--- src/rtl/shift_normalizer_pkg.sv ---
// Shared definitions for the shift normalizer: FSM state encoding and the
// default data word width.
package shift_normalizer_pkg;

  localparam int DEFAULT_WIDTH = 8;

  typedef enum logic [1:0] {
    IDLE  = 2'd0,
    SHIFT = 2'd1,
    DONE  = 2'd2
  } state_e;

endpackage

--- src/rtl/shift_normalizer.sv ---
// Shift normalizer: accepts a word, shifts it left until its MSB is set
// (or it is all-zero), and reports the normalized word plus the number of
// positions shifted. One word is in flight at a time, using valid/ready
// handshakes on both sides.
// Optional feature: define SHIFT_NORMALIZER_ZERO_FLAG_EN to add the
// out_zero output, which flags an all-zero result while it is presented.
module shift_normalizer
  import shift_normalizer_pkg::*;
#(
  parameter int WIDTH = DEFAULT_WIDTH,
  localparam int CNT_W = $clog2(WIDTH)
) (
  input  logic             clk,
  input  logic             rst_n,
  input  logic             in_valid,
  output logic             in_ready,
  input  logic [WIDTH-1:0] in_data,
  output logic             out_valid,
  input  logic             out_ready,
  output logic [WIDTH-1:0] out_data,
  output logic [CNT_W-1:0] out_shift
`ifdef SHIFT_NORMALIZER_ZERO_FLAG_EN
  ,
  output logic             out_zero
`endif
);

  localparam logic [CNT_W-1:0] CNT_MAX = CNT_W'(WIDTH - 1);

  state_e           state_q, state_d;
  logic [WIDTH-1:0] work_q, work_d;
  logic [CNT_W-1:0] cnt_q, cnt_d;

  logic workZero;
  logic workMsb;

  assign workZero = (work_q == '0);
  assign workMsb  = work_q[WIDTH-1];

  // State, working register and shift counter, cleared asynchronously so a
  // reset mid-operation throws away any partial result.
  always_ff @(posedge clk or negedge rst_n) begin
    if (!rst_n) begin
      state_q <= IDLE;
      work_q  <= '0;
      cnt_q   <= '0;
    end else begin
      state_q <= state_d;
      work_q  <= work_d;
      cnt_q   <= cnt_d;
    end
  end

  // Next-state logic: load on accept, shift one bit per cycle until
  // normalized, then hold the result until the consumer takes it.
  always_comb begin
    state_d = state_q;
    work_d  = work_q;
    cnt_d   = cnt_q;
    unique case (state_q)
      IDLE: begin
        if (in_valid) begin
          work_d  = in_data;
          cnt_d   = '0;
          state_d = SHIFT;
        end
      end
      SHIFT: begin
        // The counter guard is redundant for legal operation (a nonzero word
        // is normalized after at most WIDTH-1 shifts) but keeps the counter
        // from ever wrapping.
        if (workMsb || workZero || (cnt_q == CNT_MAX)) begin
          state_d = DONE;
        end else begin
          work_d = {work_q[WIDTH-2:0], 1'b0};
          cnt_d  = cnt_q + CNT_W'(1);
        end
      end
      DONE: begin
        if (out_ready) begin
          state_d = IDLE;
        end
      end
      default: begin
        state_d = IDLE;
      end
    endcase
  end

  assign in_ready  = (state_q == IDLE);
  assign out_valid = (state_q == DONE);
  assign out_data  = work_q;
  assign out_shift = cnt_q;

`ifdef SHIFT_NORMALIZER_ZERO_FLAG_EN
  assign out_zero = (state_q == DONE) && workZero;
`endif

endmodule

--- config.mk ---
export PLATFORM = sky130hd
export DESIGN_NAME = shift_normalizer
export DESIGN_NICKNAME = d
export VERILOG_FILES = /design/src/rtl/shift_normalizer_pkg.sv /design/src/rtl/shift_normalizer.sv
export SDC_FILE = /design/constraint.sdc
export NUM_CORES = 1
export LEC_CHECK = 0
export CAP_MARGIN = 20
export CELL_PAD_IN_SITES_DETAIL_PLACEMENT = 2
export CELL_PAD_IN_SITES_GLOBAL_PLACEMENT = 2
export CORE_MARGIN = 2
export CORE_UTILIZATION = 26
export CTS_CLUSTER_SIZE = 24
export DETAILED_ROUTE_END_ITERATION = 7
export GPL_ROUTABILITY_DRIVEN = 0
export GPL_TIMING_DRIVEN = 0
export PLACE_DENSITY = 0.86
export SKIP_LAST_GASP = 1
export SLEW_MARGIN = 20
export SYNTH_ARGS = -nofsm -noshare
export SYNTH_HDL_FRONTEND = slang
export SYNTH_SLANG_ARGS = --single-unit
--- constraint.sdc ---
create_clock -name clk -period 2.4 [get_ports clk]
set_input_delay 0.24 -clock clk [delete_from_list [all_inputs] [get_ports clk]]
set_output_delay 0.24 -clock clk [all_outputs]
set_load 0.03 [all_outputs]
==> results of run 1 <==
-- power by group --
| group | internal, mW | switching (mW) |
|---|---|---|
| registers | 0.312 | 0.0987 |
| logic | 0.356 | 0.466 |
| clock network | 0.0648 | 0.0836 |
| total | 0.732 | 0.649 |
-- how the worst min path moves through the flow --
stage | startpoint | end | slack [ns] | cells past startpoint
floorplan | rst_n | out_data[0]$_DFFE_PN0P_ | -0.06 | 0
global placement | out_shift[0]$_DFFE_PN0P_ | out_shift[0]$_DFFE_PN0P_ | 0.50 | 1
detailed placement | out_shift[0]$_DFFE_PN0P_ | out_shift[0]$_DFFE_PN0P_ | 0.52 | 1
CTS | rst_n | out_shift[2]$_DFFE_PN0P_ | 0.36 | 1
global route | rst_n | out_shift[2]$_DFFE_PN0P_ | 0.38 | 1
finish | rst_n | out_data[0]$_DFFE_PN0P_ | 0.33 | 1
-- kinds of logic after synthesis --
| family | count (synthesis) |
|---|---|
| fa+ha+maj | 2 |
| mux | 3 |
| simple gates | 33 |
| buf+inv | 7 |
| compound gates | 15 |
| flops | 13 |
-- synth_stat cells --
cell type,count,share of area
nor3_1,1,0.0068
inv_1,2,0.010
a22oi_1,6,0.062
or4b_4,1,0.019
a22o_1,1,0.012
or3b_2,1,0.012
nor4_1,1,0.0086
mux2i_1,3,0.041
nand2_1,9,0.046
clkbuf_1,3,0.015
and3b_1,6,0.072
a221oi_1,6,0.072
nor3b_1,1,0.010
dfrtp_1,13,0.45
nand2b_1,1,0.0086
nor2_1,7,0.036
ha_1,2,0.034
o211ai_1,1,0.010
a21o_1,1,0.010
buf_6,2,0.031
nand3_1,3,0.021
nor2b_1,2,0.017
-- per-layer routing --
| metal | wire length, um | share of wire | up-vias | global-route usage |
|---|---|---|---|---|
| li1 | - | - | 329 | - |
| met1 | 1053 | 0.46 | 355 | 0.2082 |
| met2 | 1102 | 0.48 | 19 | 0.2447 |
| met3 | 102 | 0.044 | 3 | 0.03175 |
| met4 | 40 | 0.017 | 0 | 0.06977 |
| met5 | 0 | 0 | - | 0 |
-- metrics by stage --
| stage | instance area [um2] | util | power (mW) | setup slack, ns | instances |
|---|---|---|---|---|---|
| floorplan | 730.7 | - | 0.9082 | 0.3362 | 73 |
| global route | 1036 | 0.3823 | 1.476 | 0.08925 | 132 |
| CTS | 1036 | 0.3823 | 1.397 | 0.1737 | 132 |
| global placement | 1010 | 0.3726 | 1.203 | 0.3280 | 128 |
| finish | 1036 | 0.3823 | 1.381 | 0.1817 | 132 |
| detailed placement | 1010 | 0.3726 | 1.244 | 0.2926 | 128 |
-- registers in the layout (all words and copies together) (netlist names) --
signal,cells
state_q,2
out_data,8
out_shift,3
-- area by class of cell --
class	count	area, um2
repair buffers	24	240.2
well taps	31	38.79
multi-input cells	53	364.1
inverters	2	7.507
plain buffers	5	33.78
flip-flops and latches	13	325.3
fillers	306	1674
clock buffers	4	26.28
==> impl_results.md, run 1 <==
* Critical R2R Launch: out_shift[0]$_DFFE_PN0P_
* WL per Instance at 17.42 um
* CP Launch Type: register
* Number of cells on the critical path at 3
* CTS Buf Count at 3
* Synth Area per Inst at 10.01 um2
* Measured slew at the worst slew-check pin at slightly above 1 ns
* Setup Viol. Count Final at 0
* Die ar. at between 3000 and 4000 um2
* F_max at 0.4508 GHz
* Max-slew violations at 0
* Crit path time final at 2.218 ns
* Count of different cell masters after synthesis at 22
* Max-cap viol count at 0
* Crit Path Class: reg2out
* CTS Buffer Depth at 2
* RSZ-0062 raised after global routing: no
* Slew HR at 0.3184
* Commonest non-fill, non-tap cell in the layout: clkdlybuf4s50_1
* Pwr per Cell Area at 1333 nW/um2
* IO Pins at 25
* Ant. Diodes at 0
* Overflow after GRT at 0
* Fraction of synthesized cell area in xor and xnor cells at 0
* Fin crit share at 0.9243
* Drt pass-1 iters at 4
* Initial DRC Count at 6
* CP max FO at 10
* GR Util All Layers at 0.1561
* Largest net degree at the start of global routing at 14
* Adder-cell area share of the yosys netlist at 0.03425
* Postcts setup bufs at 0
* # resized after CTS at 0
* CTS H-tree depth at 1
* Root buf cell: clkbuf_4
* I/O Buffers at 24
* WP data arrival at roughly 2 ns
* RR Endpoint: out_data[3]$_DFFE_PN0P_
* First-pass GRT wire length at just under 4 mm
* CTS clk-pin slew, worst paths at roughly 0.090 ns
* Multiplexer area fraction after synthesis at 0.04110
* Final WL at approximately 2.3 mm
* Largest delay contributor family on the critical path: buffers and inverters
* Post-synthesis compound-gate area fraction at 0.1661
* Clk sinks at 13
* Worst Reg2Reg Path Length in Cells at 7
* Share of cells above drive strength 1 at 0.06931
* Initial antenna violation count at 0
* Worst VDD drop at ~0.00062 V
* Worst EP required at ~2.2 ns
* Die Span Y at 57.02 um
* Hpwl dp at 1.727 mm
* Vias in the first global route at ~800
* Sequential area share after synthesis at 0.4452
* Static leakage at 0.4673 nW
* CTS tree: yes
* Reg-to-reg setup timing slack at 0.32 ns
* Commonest non-fill, non-tap cells in the layout: clkdlybuf4s50_1 (24), dfrtp_1 (13), nand2_1 (9)
* CP peak stage delay at about 0.7 ns
* Outcome: finished, final reports clean
* Row count at 19
* Final ANT Viol Nets at 0
* Setup TNS Final at 0 ns
* WHS at around 0.33 ns
* CP endpoint kind: primary output
* Vias per cell at 5.348
* Skew final at between 0.0008 and 0.0009 ns
* Cells after synthesis at 73
* Setup crit start: state_q[1]$_DFFE_PN0P_
* Ys Warns at 0
* Post-route DRC violation count at 0
* Nets@finish at 116
* Largest family of logic cells by synthesized area: simple AND/OR/NAND/NOR gates
* Synthesized flop and latch total at 13
* Die X at approximately 57 um
* Mapped cell area at around 730 um2
* Crit-path cells: clkbuf_1, nor2b_1, clkdlybuf4s50_1
* Area Overhead vs Synth at 41.78%
* Crit path to: out_valid
* HP Class: in2async
* Syn nets at 87
* Worst-skew pair later-pin latency at about 0.29 ns
* Post-Synth Simple-Gate Area at 0.2568
* Buf+Inv Stages, Crit Path at 2
* Crit-path slowest cell: clkdlybuf4s50_1
* Core area at 2710 um2
* Initial Util at 0.2696
* Via count at just over 700
* Hold_buf cts at 0
* Final Hold Fails at 0
Power figures use the tool's default switching activity.
==> run 2: changes to the inputs <==
--- a/config.mk
+++ b/config.mk
@@ -15,8 +15,8 @@
 export GPL_ROUTABILITY_DRIVEN = 0
 export GPL_TIMING_DRIVEN = 0
 export PLACE_DENSITY = 0.86
+export REMOVE_ABC_BUFFERS = 1
 export SKIP_LAST_GASP = 1
-export SLEW_MARGIN = 20
 export SYNTH_ARGS = -nofsm -noshare
 export SYNTH_HDL_FRONTEND = slang
 export SYNTH_SLANG_ARGS = --single-unit
==> impl_results.md, run 2 (synthesized netlist as in run 1, its figures left out) <==
* Busiest metal layer after global routing: met2 (unchanged)
* Outcome: finished, final reports clean (unchanged)
* Vias in the first global route at 757 (was 815)
* Area Overhead vs Synth at 37.84% (was 41.78%)
* WP data arrival at 2.30 ns (was 1.98 ns)
* CTS Buffer Depth at 2 (unchanged)
* Crit Path Class: reg2reg (was reg2out)
* Initial antenna violation count at 0 (unchanged)
* Largest register FFs at 8 (unchanged)
* Die X at 57.02 um (unchanged)
* CTS Buf Count at 3 (unchanged)
* Final Hold Fails at 0 (unchanged)
* Skew final at 0.002399 ns (was 0.0008660 ns)
* Placed Area at 975.9 um2 (was 1010 um2)
* Final ANT Viol Nets at 0 (unchanged)
* Final WS setup at 0.2826 ns (was 0.1817 ns)
* Worst EP required at 2.58 ns (was 2.16 ns)
* Initial DRC Count at 23 (was 6)
* Cell area after layout at 1007 um2 (was 1036 um2)
* Dpl ws at 0.2931 ns (was 0.2926 ns)
* Total power at 1.333 mW (was 1.381 mW)
* CTS tree: yes (unchanged)
* IO Pins at 25 (unchanged)
* Pwr per Cell Area at 1324 nW/um2 (was 1333 nW/um2)
* Commonest non-fill, non-tap cells in the layout: clkdlybuf4s50_1 (24), dfrtp_1 (13), nand2_1 (9) (unchanged)
* Row count at 19 (unchanged)
* CP Launch Type: register (unchanged)
* Nets@finish at 112 (was 116)
* Ant. Diodes at 0 (unchanged)
* Initial Util at 0.2696 (unchanged)
* Final cell count without fillers at 128 (was 132)
* CTS clk-pin slew, worst paths at 0.08 ns (was 0.09 ns)
* Die Span Y at 57.02 um (unchanged)
* Post-route DRC violation count at 0 (unchanged)
* Crit path time final at 2.117 ns (was 2.218 ns)
* WHS at 0.3347 ns (was 0.3315 ns)
* Met1 Use GR at 0.1830 (was 0.2082)
* Hpwl dp at 1.525 mm (was 1.727 mm)
* Met2 usage at 0.2545 (was 0.2447)
* Postcts setup bufs at 0 (unchanged)
* CP endpoint kind: register (was primary output)
* Slew HR at 0.5795 (was 0.3184)
* Worst VDD drop at 0.0006953 V (was 0.0006152 V)
* Overflow after GRT at 0 (unchanged)
* # resized after CTS at 0 (unchanged)
* Clk sinks at 13 (unchanged)
* Final WL at 2.152 mm (was 2.299 mm)
* Dpl cells at 123 (was 128)
* I/O Buffers at 24 (unchanged)
* Drt pass-1 iters at 4 (unchanged)
* Largest net degree at the start of global routing at 14 (unchanged)
* WL per Instance at 16.81 um (was 17.42 um)
* Fin crit share at 0.8822 (was 0.9243)
* HP Class: in2async (unchanged)
* Max-cap viol count at 0 (unchanged)
* Static leakage at 0.4562 nW (was 0.4673 nW)
* Max-slew violations at 0 (unchanged)
* Setup TNS Final at 0 ns (unchanged)
* RSZ-0062 raised after global routing: no (unchanged)
* CTS H-tree depth at 1 (unchanged)
* Fin util at 0.3717 (was 0.3823)
* Measured slew at the worst slew-check pin at 0.6294 ns (was 1.020 ns)
* Root buf cell: clkbuf_4 (unchanged)
* Setup Viol. Count Final at 0 (unchanged)
* Worst-skew pair later-pin latency at 0.28 ns (was 0.29 ns)
* CP max FO at 11 (was 10)
* Die ar. at 3251 um2 (unchanged)
* Via count at 691 (was 706)
* Commonest non-fill, non-tap cell in the layout: clkdlybuf4s50_1 (unchanged)
* Core area at 2710 um2 (unchanged)
* GR Util All Layers at 0.1477 (was 0.1561)
* Share of cells above drive strength 1 at 0.06186 (was 0.06931)
* First-pass GRT wire length at 3.663 mm (was 3.905 mm)
* Hold_buf cts at 0 (unchanged)
* Met3 Usage GRT at 0.04535 (was 0.03175)
* Vias per cell at 5.398 (was 5.348)
* F_max at 0.4723 GHz (was 0.4508 GHz)
-- run 2: cell types whose count changed in the layout (fill, tap and decap cells not counted) --
| cell | previous run | this run |
|---|---|---|
| buf_6 | 2 | 0 |
| clkbuf_1 | 4 | 1 |
| clkbuf_2 | 0 | 1 |
-- run 2: routing by layer --
layer / vias up / part of all wire / wire (um)
li1: 321 / - / -
met1: 351 / 0.44 / 945
met2: 17 / 0.51 / 1091
met3: 2 / 0.049 / 105
met4: 0 / 0.0046 / 10
met5: - / 0 / 0
-- run 2: worst paths after layout --
check | start | slack (ns) | to | cells past startpoint
min in group clk | in_data[0] | 0.48 | out_data[0]$_DFFE_PN0P_ | 3
max reg2reg | out_shift[0]$_DFFE_PN0P_ | 0.28 | state_q[1]$_DFFE_PN0P_ | 5
min | rst_n | 0.33 | out_shift[2]$_DFFE_PN0P_ | 1
max | out_shift[0]$_DFFE_PN0P_ | 0.28 | state_q[1]$_DFFE_PN0P_ | 5
max in group asynchronous | rst_n | 1.67 | out_data[3]$_DFFE_PN0P_ | 1
min reg2reg | out_shift[0]$_DFFE_PN0P_ | 0.53 | out_shift[0]$_DFFE_PN0P_ | 1
-- run 2: final cells by class --
class	instances	area (um2)
inverter	2	7.507
fill	319	1703
tap	31	38.79
sequential	13	325.3
timing repair buffer	25	245.2
multi-input combinational	53	364.1
clock buffer	4	26.28
-- run 2: report_power, final --
part	total [mW]	switching (mW)	internal [mW]
registers	0.436	0.125	0.311
clock network	0.143	0.0781	0.0646
logic	0.754	0.420	0.334
-- run 2: critical path, cell delays in order (launching register included) --
cell     delay, ns
dfrtp_1       0.42
ha_1          0.21
ha_1          0.19
or4b_4        0.57
a21o_1        0.35
a22o_1        0.26
==> run 3: changes to the inputs <==
--- a/config.mk
+++ b/config.mk
@@ -14,9 +14,11 @@
 export DETAILED_ROUTE_END_ITERATION = 7
 export GPL_ROUTABILITY_DRIVEN = 0
 export GPL_TIMING_DRIVEN = 0
+export MAX_ROUTING_LAYER = met4
 export PLACE_DENSITY = 0.86
 export REMOVE_ABC_BUFFERS = 1
 export SKIP_LAST_GASP = 1
 export SYNTH_ARGS = -nofsm -noshare
 export SYNTH_HDL_FRONTEND = slang
 export SYNTH_SLANG_ARGS = --single-unit
+export TNS_END_PERCENT = 50
==> impl_results.md, run 3 (synthesized netlist as in run 1, its figures left out) <==
* Worst-skew pair later-pin latency at 0.28 ns (about the same)
* Setup TNS Final at 0 ns (unchanged)
* Largest register FFs at 8 (unchanged)
* RR Endpoint: state_q[1]$_DFFE_PN0P_ (unchanged)
* Worst EP required at 2.58 ns (about the same)
* RSZ-0062 raised after global routing: no (unchanged)
* Outcome: finished, final reports clean (unchanged)
* Cell area after layout at 1007 um2 (unchanged)
* Max-cap viol count at 0 (unchanged)
* Crit path time final at 2.120 ns (was 2.117 ns)
* HP Class: in2async (unchanged)
* Max-slew violations at 0 (unchanged)
* Post-route DRC violation count at 0 (unchanged)
* First-pass GRT wire length at 3.684 mm (was 3.663 mm)
* I/O Buffers at 24 (unchanged)
* Largest delay contributor family on the critical path: compound AO/OA/AOI/OAI gates (unchanged)
* Dpl cells at 123 (unchanged)
* Die X at 57.02 um (unchanged)
* Final WL at 2.161 mm (was 2.152 mm)
* Die ar. at 3251 um2 (unchanged)
* Slew HR at 0.5842 (was 0.5795)
* CP Launch Type: register (unchanged)
* Dpl ws at 0.2931 ns (unchanged)
* Commonest non-fill, non-tap cells in the layout: clkdlybuf4s50_1 (24), dfrtp_1 (13), nand2_1 (9) (unchanged)
* Pwr per Cell Area at 1324 nW/um2 (about the same)
* Crit-path cells: ha_1, ha_1, or4b_4, a21o_1, a22o_1 (unchanged)
* # resized after CTS at 0 (unchanged)
* Largest net degree at the start of global routing at 14 (unchanged)
* Nets@finish at 112 (unchanged)
* CTS H-tree depth at 1 (unchanged)
* Via count at 689 (was 691)
* Initial DRC Count at 16 (was 23)
* F_max at 0.4716 GHz (was 0.4723 GHz)
* CTS Buffer Depth at 2 (unchanged)
* Vias in the first global route at 751 (was 757)
* CP max FO at 11 (unchanged)
* WP data arrival at 2.30 ns (about the same)
* Row count at 19 (unchanged)
* Hold_buf cts at 0 (unchanged)
* Die Span Y at 57.02 um (unchanged)
* Worst Reg2Reg Path Length in Cells at 5 (unchanged)
* Crit-path slowest cell: or4b_4 (unchanged)
* Initial Util at 0.2696 (unchanged)
* Final Hold Fails at 0 (unchanged)
* Static leakage at 0.4562 nW (unchanged)
* Initial antenna violation count at 0 (unchanged)
* Crit Path Class: reg2reg (unchanged)
* Reg-to-reg setup timing slack at 0.28 ns (about the same)
* Most common cell on crit path: ha_1 (unchanged)
* CTS Buf Count at 3 (unchanged)
* Clk sinks at 13 (unchanged)
* CTS clk-pin slew, worst paths at 0.08 ns (about the same)
* Multi-input gate area at 364.1 um2 (unchanged)
* Final cell count without fillers at 128 (unchanged)
* Commonest non-fill, non-tap cell in the layout: clkdlybuf4s50_1 (unchanged)
* Root buf cell: clkbuf_4 (unchanged)
* Postcts setup bufs at 0 (unchanged)
* Hpwl dp at 1.525 mm (unchanged)
* WL per Instance at 16.88 um (was 16.81 um)
* CP peak stage delay at 0.57 ns (about the same)
* IO Pins at 25 (unchanged)
* Area Overhead vs Synth at 37.84% (unchanged)
* Worst VDD drop at 0.0006932 V (was 0.0006953 V)
* Share of cells above drive strength 1 at 0.06186 (unchanged)
* CTS tree: yes (unchanged)
* Setup Viol. Count Final at 0 (unchanged)
* Fin crit share at 0.8835 (was 0.8822)
* Seq. cell area at 325.3 um2 (unchanged)
* Buf+Inv Stages, Crit Path at 0 (unchanged)
* Final ANT Viol Nets at 0 (unchanged)
* Skew final at 0.002779 ns (was 0.002399 ns)
* Total power at 1.333 mW (about the same)
* Fin util at 0.3717 (unchanged)
* Overflow after GRT at 0 (unchanged)
* GR Util All Layers at 0.1522 (was 0.1477)
* Fillers at 319 (unchanged)
* CP endpoint kind: register (unchanged)
* Final WS setup at 0.2795 ns (was 0.2826 ns)
* WHS at 0.3351 ns (was 0.3347 ns)
* Placed Area at 975.9 um2 (unchanged)
* Vias per cell at 5.383 (was 5.398)
* Critical R2R Launch: out_shift[0]$_DFFE_PN0P_ (unchanged)
* Measured slew at the worst slew-check pin at 0.6224 ns (was 0.6294 ns)
* Ant. Diodes at 0 (unchanged)
* Core area at 2710 um2 (unchanged)
* Drt pass-1 iters at 4 (unchanged)
run 3: cell counts in the layout (fill, tap and decap cells not counted):
Identical to the previous run, type by type.
run 3: area by class of cell:
cell class | instances | area share
clock buffers | 4 | 0.02609
well taps | 31 | 0.03851
inverters | 2 | 0.007453
flip-flops and latches | 13 | 0.3230
multi-input cells | 53 | 0.3615
repair buffers | 25 | 0.2435
run 3: layer usage:
layer,global-route usage,part of all wire
met5,-,0
met4,0.02990,0.0046
met3,0.04308,0.045
met2,0.2512,0.50
met1,0.1872,0.45
run 3: worst max-delay path by stage:
stage	startpoint	end	slack, ns	cells after the start
after floorplan	out_shift[0]$_DFFE_PN0P_	state_q[1]$_DFFE_PN0P_	0.34	5
after global placement	out_shift[0]$_DFFE_PN0P_	state_q[1]$_DFFE_PN0P_	0.33	5
after detailed placement	out_shift[0]$_DFFE_PN0P_	state_q[1]$_DFFE_PN0P_	0.29	5
after CTS	out_shift[0]$_DFFE_PN0P_	state_q[1]$_DFFE_PN0P_	0.27	5
after global routing	out_shift[0]$_DFFE_PN0P_	state_q[1]$_DFFE_PN0P_	0.20	5
final	out_shift[0]$_DFFE_PN0P_	state_q[1]$_DFFE_PN0P_	0.28	5
run 3: power breakdown:
part / total, mW / switching (mW) / internal, mW
clock: 0.142 / 0.0772 / 0.0646
sequential: 0.436 / 0.125 / 0.311
combinational: 0.755 / 0.421 / 0.334
